`src/rtl/keypad_pkg.sv`:
```
// keypad_pkg: shared FSM states, centralFSM key codes and the row/col-to-code map
package keypad_pkg;
  typedef enum logic [1:0] {SCAN, DEBOUNCE, HELD, RELEASE} state_e;
  localparam logic [3:0] KEY_STOP   = 4'hA;
  localparam logic [3:0] KEY_RESUME = 4'hB;
  localparam logic [3:0] KEY_UP     = 4'hC;
  localparam logic [3:0] KEY_DOWN   = 4'hD;
  localparam logic [3:0] KEY_ESCAPE = 4'hE;
  localparam logic [3:0] KEY_ENTER  = 4'hF;
  localparam logic [63:0] KEY_MAP = 64'hDF0E_C987_B654_A321;
  function automatic logic [3:0] key_code(input logic [1:0] r, input logic [1:0] c);
    return KEY_MAP[{r, c, 2'b00} +: 4];
  endfunction
endpackage

```
`src/rtl/keypad_scanner_if.sv`:
```
// keypad_scanner_if: keypad matrix lines plus the key-event outputs to centralFSM
interface keypad_scanner_if;
  logic [3:0] col_n;
  logic [3:0] row_n;
  logic [3:0] buttonBus;
  logic       pressed;
  logic       key_held;
  modport master (input col_n, output row_n, buttonBus, pressed, key_held);
  modport slave  (output col_n, input row_n, buttonBus, pressed, key_held);
endinterface

```
`src/rtl/keypad_scanner_sync_2ff.sv`:
```
// sync_2ff: two-flop synchronizer for the raw keypad columns, idles high
module sync_2ff (
  input  logic       clk,
  input  logic       rst,
  input  logic [3:0] d_i,
  output logic [3:0] q_o
);
  logic [3:0] m_q, s_q;
  // metastability chain; reset to the pulled-up (no key) level
  always_ff @(posedge clk) begin
    if (rst) begin
      m_q <= 4'hF;
      s_q <= 4'hF;
    end else begin
      m_q <= d_i;
      s_q <= m_q;
    end
  end
  assign q_o = s_q;
endmodule

```
`src/rtl/keypad_scanner.sv`:
```
// keypad_scanner: 4x4 keypad scan/debounce FSM; define KEYPAD_AUTOREPEAT_EN for UP/DOWN auto-repeat
module keypad_scanner
  import keypad_pkg::*;
#(
  parameter int SCAN_CYCLES     = 4,
  parameter int DEBOUNCE_CYCLES = 8,
  parameter int REPEAT_DELAY    = 64,
  parameter int REPEAT_PERIOD   = 16
) (
  input logic clk,
  input logic rst,
  keypad_scanner_if.master kp
);
  localparam int CW = $clog2((SCAN_CYCLES > DEBOUNCE_CYCLES ? SCAN_CYCLES : DEBOUNCE_CYCLES) + 1);
  localparam logic [CW-1:0] SCAN_LAST = CW'(SCAN_CYCLES - 1);
  localparam logic [CW-1:0] DEB_LAST  = CW'(DEBOUNCE_CYCLES - 1);

  if (REPEAT_PERIOD < 1 || REPEAT_DELAY < REPEAT_PERIOD) begin : g_bad_repeat_cfg
    $error("keypad_scanner: REPEAT_DELAY must be >= REPEAT_PERIOD >= 1");
  end

  state_e        state_q;
  logic [1:0]    row_q, col_q, col_idx;
  logic [CW-1:0] cnt_q, cnt_inc;
  logic [3:0]    cols, low, pat_q, code_q;
  logic          pressed_q, held_q, one_low, accept, rep_fire;

  sync_2ff u_sync (.clk(clk), .rst(rst), .d_i(kp.col_n), .q_o(cols));

  // single-low-column detection and the acceptance condition
  always_comb begin
    low     = ~cols;
    one_low = (low != 4'h0) && ((low & (low - 4'h1)) == 4'h0);
    col_idx = low[0] ? 2'd0 : low[1] ? 2'd1 : low[2] ? 2'd2 : 2'd3;
    cnt_inc = &cnt_q ? cnt_q : cnt_q + 1'b1;
    accept  = (state_q == DEBOUNCE) && (cols == pat_q) && (cnt_q == DEB_LAST);
  end

`ifdef KEYPAD_AUTOREPEAT_EN
  localparam int RW = $clog2((REPEAT_DELAY > REPEAT_PERIOD ? REPEAT_DELAY : REPEAT_PERIOD) + 1);
  localparam logic [RW-1:0] REP_LAST   = RW'(REPEAT_DELAY - 1);
  localparam logic [RW-1:0] REP_RELOAD = RW'(REPEAT_DELAY - REPEAT_PERIOD);
  logic [RW-1:0] rep_q, rep_d;
  // after the first repeat, reloading to DELAY-PERIOD spaces later strobes PERIOD apart
  always_comb begin
    rep_fire = (state_q == HELD) && (code_q == KEY_UP || code_q == KEY_DOWN) && (rep_q == REP_LAST);
    rep_d    = accept ? '0 : rep_fire ? REP_RELOAD :
               (state_q == HELD && rep_q != RW'(REPEAT_DELAY)) ? rep_q + 1'b1 : rep_q;
  end
  // repeat timer, counts only while the key sits in HELD
  always_ff @(posedge clk) begin
    rep_q <= rst ? '0 : rep_d;
  end
`else
  assign rep_fire = 1'b0;
`endif

  // scan / debounce / hold / release sequencing with registered outputs
  always_ff @(posedge clk) begin
    if (rst) begin
      state_q   <= SCAN;
      row_q     <= 2'd0;
      col_q     <= 2'd0;
      cnt_q     <= '0;
      pat_q     <= 4'hF;
      code_q    <= 4'h0;
      pressed_q <= 1'b0;
      held_q    <= 1'b0;
    end else begin
      pressed_q <= 1'b0;
      case (state_q)
        SCAN:
          if (cnt_q != SCAN_LAST) cnt_q <= cnt_inc;
          else begin
            cnt_q <= '0;
            if (one_low) begin
              state_q <= DEBOUNCE;
              pat_q   <= cols;
              col_q   <= col_idx;
            end else row_q <= row_q + 1'b1;
          end
        DEBOUNCE:
          if (cols != pat_q) begin
            state_q <= SCAN;
            cnt_q   <= '0;
            row_q   <= row_q + 1'b1;
          end else begin
            cnt_q <= cnt_inc;
            if (accept) begin
              state_q   <= HELD;
              code_q    <= key_code(row_q, col_q);
              pressed_q <= 1'b1;
              held_q    <= 1'b1;
            end
          end
        HELD:
          if (&cols) begin
            state_q <= RELEASE;
            cnt_q   <= '0;
          end else pressed_q <= rep_fire;
        RELEASE:
          if (!(&cols)) state_q <= HELD;
          else if (cnt_q == DEB_LAST) begin
            state_q <= SCAN;
            held_q  <= 1'b0;
            cnt_q   <= '0;
            row_q   <= row_q + 1'b1;
          end else cnt_q <= cnt_inc;
        default: state_q <= SCAN;
      endcase
    end
  end

  assign kp.row_n     = ~(4'b0001 << row_q);
  assign kp.buttonBus = code_q;
  assign kp.pressed   = pressed_q;
  assign kp.key_held  = held_q;
endmodule

```
`src/flat_wrapper.sv`:
```
// flat-port wrapper written by rule: the top's interface ports become plain ports
module keypad_scanner_flat import keypad_pkg::*;
#(
  parameter int SCAN_CYCLES     = 4,
  parameter int DEBOUNCE_CYCLES = 8,
  parameter int REPEAT_DELAY    = 64,
  parameter int REPEAT_PERIOD   = 16
)
  (clk, rst, kp_col_n, kp_row_n, kp_buttonBus, kp_pressed, kp_key_held);
  keypad_scanner_if kp_i ();
  input logic clk;
  input logic rst;
  input wire logic [$bits(kp_i.col_n)-1:0] kp_col_n;
  output wire logic [$bits(kp_i.row_n)-1:0] kp_row_n;
  output wire logic [$bits(kp_i.buttonBus)-1:0] kp_buttonBus;
  output wire logic [$bits(kp_i.pressed)-1:0] kp_pressed;
  output wire logic [$bits(kp_i.key_held)-1:0] kp_key_held;
  assign kp_i.col_n = kp_col_n;
  assign kp_row_n = kp_i.row_n;
  assign kp_buttonBus = kp_i.buttonBus;
  assign kp_pressed = kp_i.pressed;
  assign kp_key_held = kp_i.key_held;
  keypad_scanner #(.SCAN_CYCLES(SCAN_CYCLES), .DEBOUNCE_CYCLES(DEBOUNCE_CYCLES), .REPEAT_DELAY(REPEAT_DELAY), .REPEAT_PERIOD(REPEAT_PERIOD)) u_core (.clk(clk), .rst(rst), .kp(kp_i));
endmodule
```
`config.mk`:
```
export PLATFORM = sky130hd
export DESIGN_NAME = keypad_scanner_flat
export DESIGN_NICKNAME = d
export VERILOG_FILES = /design/src/rtl/keypad_pkg.sv /design/src/rtl/keypad_scanner_if.sv /design/src/rtl/keypad_scanner_sync_2ff.sv /design/src/rtl/keypad_scanner.sv /design/src/flat_wrapper.sv
export SDC_FILE = /design/constraint.sdc
export NUM_CORES = 1
export LEC_CHECK = 0
export BUFFER_PORTS_ARGS = -buffer_cell sky130_fd_sc_hd__buf_2
export CORE_ASPECT_RATIO = 0.7
export CORE_MARGIN = 10
export CORE_UTILIZATION = 55
export CTS_CLUSTER_DIAMETER = 80
export DETAILED_ROUTE_END_ITERATION = 16
export PLACE_DENSITY = 0.75
export SLEW_MARGIN = 30
export SYNTH_ARGS = -nofsm -noshare
export SYNTH_HDL_FRONTEND = slang
export SYNTH_SLANG_ARGS = --single-unit
export TNS_END_PERCENT = 50
```
`constraint.sdc`:
```
create_clock -name clk -period 2.2 [get_ports clk]
set_input_delay 0.44 -clock clk [delete_from_list [all_inputs] [get_ports clk]]
set_output_delay 0.44 -clock clk [all_outputs]
set_load 0.01 [all_outputs]
```
==> flow_metrics.env <==
export IMPL_dp_hpwl_um=2085
export IMPL_ir_drop_mv=0.4689
export IMPL_relSlewSlack_pct=67.63
export IMPL_grt_max_degree=31
export IMPL_clkLatencyLatePin_ns=0.28
export IMPL_drt_first_pass_iters=4
export IMPL_synth_area_per_cell_um2=8.728
export IMPL_drcViolationCount=0
export IMPL_tns_ns=0
export IMPL_fmax_mhz=503.7
export IMPL_dpl_cell_area_mm2=0.001493
export IMPL_r2r_end="u_core.state_q[0]"
export IMPL_synth_area_mm2=0.001423
export IMPL_grt_setup_unrepaired="no"
export IMPL_drt_iter0_drc=55
export IMPL_async_flop_share_pct=0
export IMPL_drive_gt1_share_pct=17.44
export IMPL_rows=15
export IMPL_cp_max_fo=12
export IMPL_cts_repair_resized=0
export IMPL_synthTopCellsByCount="dfxtp_1, nor2_1, inv_1"
export IMPL_crit_slowest_cell="or2_1"
export IMPL_grt_usage_pct=10.71
export IMPL_vias=1105
export IMPL_status="complete, no violations"
export IMPL_synth_cell_types=36
export IMPL_required_ns=2.39
export IMPL_cpLargestDelayFamily="simple AND/OR/NAND/NOR gates"
export IMPL_r2r_start="u_core.cnt_q[0]"
export IMPL_antenna_cells=0
export IMPL_viasPerCell=5.364
export IMPL_finalCriticalPeriod_ns=1.985
export IMPL_finalSetupViolCount=0
export IMPL_ys_seq_area_share_pct=39.40
export IMPL_yosys_warnings=0
export IMPL_h_tree_depth=1
export IMPL_period_share_pct=90.25
export IMPL_hold_class="in2reg"
export IMPL_grt_pass1_vias=974
export IMPL_syn_nets=179
export IMPL_synth_edf_count=0
export IMPL_combPwrFrac_pct=10.9
export IMPL_portBuffers=15
export IMPL_r2r_slack_ns=0.21
export IMPL_core_mm2=0.002459
export IMPL_yosysTopAreaCellShare_pct=39.40
export IMPL_clk_path_buf_depth=2
export IMPL_cts_root_buf="clkbuf_8"
export IMPL_power_switching_uw=241.0
export IMPL_pin_count=16
export IMPL_cts_tree="yes"
export IMPL_rr_worst_depth=6
export IMPL_timing_critical_path_from="u_core.cnt_q[0]"
export IMPL_synth_top_area_cell="dfxtp_1"
export IMPL_cp_depth=6
export IMPL_clk_pin_slew_worst_paths_ns=0.09
export IMPL_die_area_mm2=0.005053
export IMPL_skew_ns=0.003413
export IMPL_cellLeakagePower_nw=0.6473
export IMPL_nNetsFinal=189
export IMPL_ys_flop_type="dfxtp_1"
export IMPL_intPower_uw=735.3
export IMPL_gp_congestion=0.8503
export IMPL_ant_nets=0
export IMPL_cts_buffers=3
export IMPL_ys_ff_latch=28
export IMPL_critical_path_arrival_ns=2.18
export IMPL_cap_violations=0
export IMPL_grt_pass1_wl_um=4367
export IMPL_initial_utilization_pct=57.86
export IMPL_yosys_top_cells_area="dfxtp_1, ha_1, nor2_1"
export IMPL_die_x_um=80.79
export IMPL_hold_buffers=0
export IMPL_power_density_mw_per_mm2=630.8
export IMPL_cts_setup_buffers=0
export IMPL_die_height_um=62.55
export IMPL_power_switching_share_pct=24.68
export IMPL_wire_per_inst_um=13.20
export IMPL_pwr_share_seq_pct=56.4
export IMPL_syn2layout_area_growth_pct=8.795
export IMPL_final_area_mm2=0.001548
export IMPL_path_buf_inv=0
export IMPL_finalHoldViolCount=0
export IMPL_clkPwrFrac_pct=32.7
export IMPL_totalWireLength_um=2720
export IMPL_crit_path_cell_trace="ha_1 > nor3b_1 > nand2_1 > or2_1 > nor2b_1 > a221oi_1"
export IMPL_overflow=0
export IMPL_synthCells=163
export IMPL_clock_sinks=28
export IMPL_antenna_found_initial=0
export IMPL_crit_path_end_kind="flip-flop"
export IMPL_cpPeakStageDelay_ns=0.38
export IMPL_worstSetupPathType="reg2reg"
export IMPL_startpoint_type="flip-flop"
export IMPL_crit_path_end="u_core.state_q[0]"
export IMPL_worstMarginPinSlew_ns=0.4856
export IMPL_yosysMostFrequentCell="dfxtp_1"
export IMPL_maxSlewViolCount=0
[cell type report]
| class | count | area (um2) |
|---|---|---|
| Clock buffer | 4 | 55.05 |
| Fill cell | 213 | 910.9 |
| Inverter | 13 | 48.80 |
| Multi-Input combinational cell | 112 | 765.7 |
| Sequential cell | 28 | 560.5 |
| Tap cell | 34 | 42.54 |
| Timing Repair Buffer | 15 | 75.07 |
[sequential cells by signal, indices dropped and copies added (netlist names), named ones only]
name	cells
u_core.row_q	2
u_core.u_sync.q_o	4
u_core.kp.buttonBus	4
u_core.kp.key_held	1
u_core.cnt_q	3
u_core.state_q	2
u_core.pat_q	4
u_core.col_q	2
u_core.kp.pressed	1
u_core.u_sync.m_q	4
[per-layer routing]
metal | GRT usage (%) | vias to the layer above | wire (um)
met4 | 3.233 | 0 | 31
met3 | 4.741 | 5 | 149
met2 | 16.87 | 14 | 1255
met1 | 12.65 | 510 | 1284
met5 | 0 | - | 0
li1 | - | 576 | -
[cells in the final DEF, fill, tap and decap left out, drive strengths merged]
master	Yosys	layout
ha	10	10
nand3	1	1
nand2b	2	2
mux2	1	1
clkbuf	6	4
inv	13	13
or4	1	1
nor4b	1	1
nand3b	2	2
nor4	1	1
and2	2	2
nor2	15	15
buf	4	15
nand4b	2	2
nor3b	2	2
a221oi	2	2
o31ai	1	1
nor2b	2	2
dfxtp	28	28
o21a	1	1
o21ai	3	3
and3b	1	1
a31oi	2	2
or2	9	9
o211a	1	1
mux2i	5	5
a211oi	4	4
xnor2	6	6
nor3	10	10
a21oi	10	10
a211o	5	5
nand2	8	8
nand4	2	2
[logic make-up after synthesis]
family / synth area share, %
multiplexers: 4.310
flip-flops: 39.40
adder cells (fa/ha/maj): 8.795
buffers and inverters: 6.772
XOR/XNOR: 3.694
AO/OA/AOI/OAI: 13.63
AND/OR/NAND/NOR: 23.39
[power by group through the flow]
| stage | registers [mW] | clock network, mW | logic [mW] |
|---|---|---|---|
| after floorplan | 0.550 | 0 | 0.0909 |
| after global placement | 0.560 | 0 | 0.0996 |
| after CTS | 0.550 | 0.322 | 0.106 |
| after detailed placement | 0.562 | 0 | 0.106 |
| final | 0.551 | 0.319 | 0.107 |
| after global routing | 0.554 | 0.346 | 0.120 |
[per-stage QoR]
| stage | utilization (%) | worst slack (ns) | total power [mW] | instances | hold slack (ns) |
|---|---|---|---|---|---|
| 2_1_floorplan | - | 0.4471 | 0.6407 | 163 | 0.3895 |
| 3_3_place_gp | 60.71 | 0.3537 | 0.6596 | 202 | 0.3909 |
| 3_5_place_dp | 60.71 | 0.2534 | 0.6681 | 202 | 0.3982 |
| 4_1_cts | 62.95 | 0.2172 | 0.9788 | 206 | 0.3358 |
| 5_1_grt | 62.95 | 0.03332 | 1.019 | 206 | 0.3312 |
| 6_report | 62.95 | 0.2145 | 0.9763 | 206 | 0.3372 |
[worst min-delay path by stage]
stage | start | endpoint | slack [ns] | cells after the start
3_3_place_gp | u_core.u_sync.m_q[3] | u_core.u_sync.q_o[3] | 0.39 | 1
6_report | kp_col_n[0] | u_core.u_sync.m_q[0] | 0.34 | 2
4_1_cts | kp_col_n[0] | u_core.u_sync.m_q[0] | 0.34 | 2
5_1_grt | kp_col_n[3] | u_core.u_sync.m_q[3] | 0.33 | 2
2_1_floorplan | u_core.u_sync.m_q[0] | u_core.u_sync.q_o[0] | 0.39 | 1
3_5_place_dp | u_core.u_sync.m_q[1] | u_core.u_sync.q_o[1] | 0.40 | 1
(Power assumes the default switching activity.)
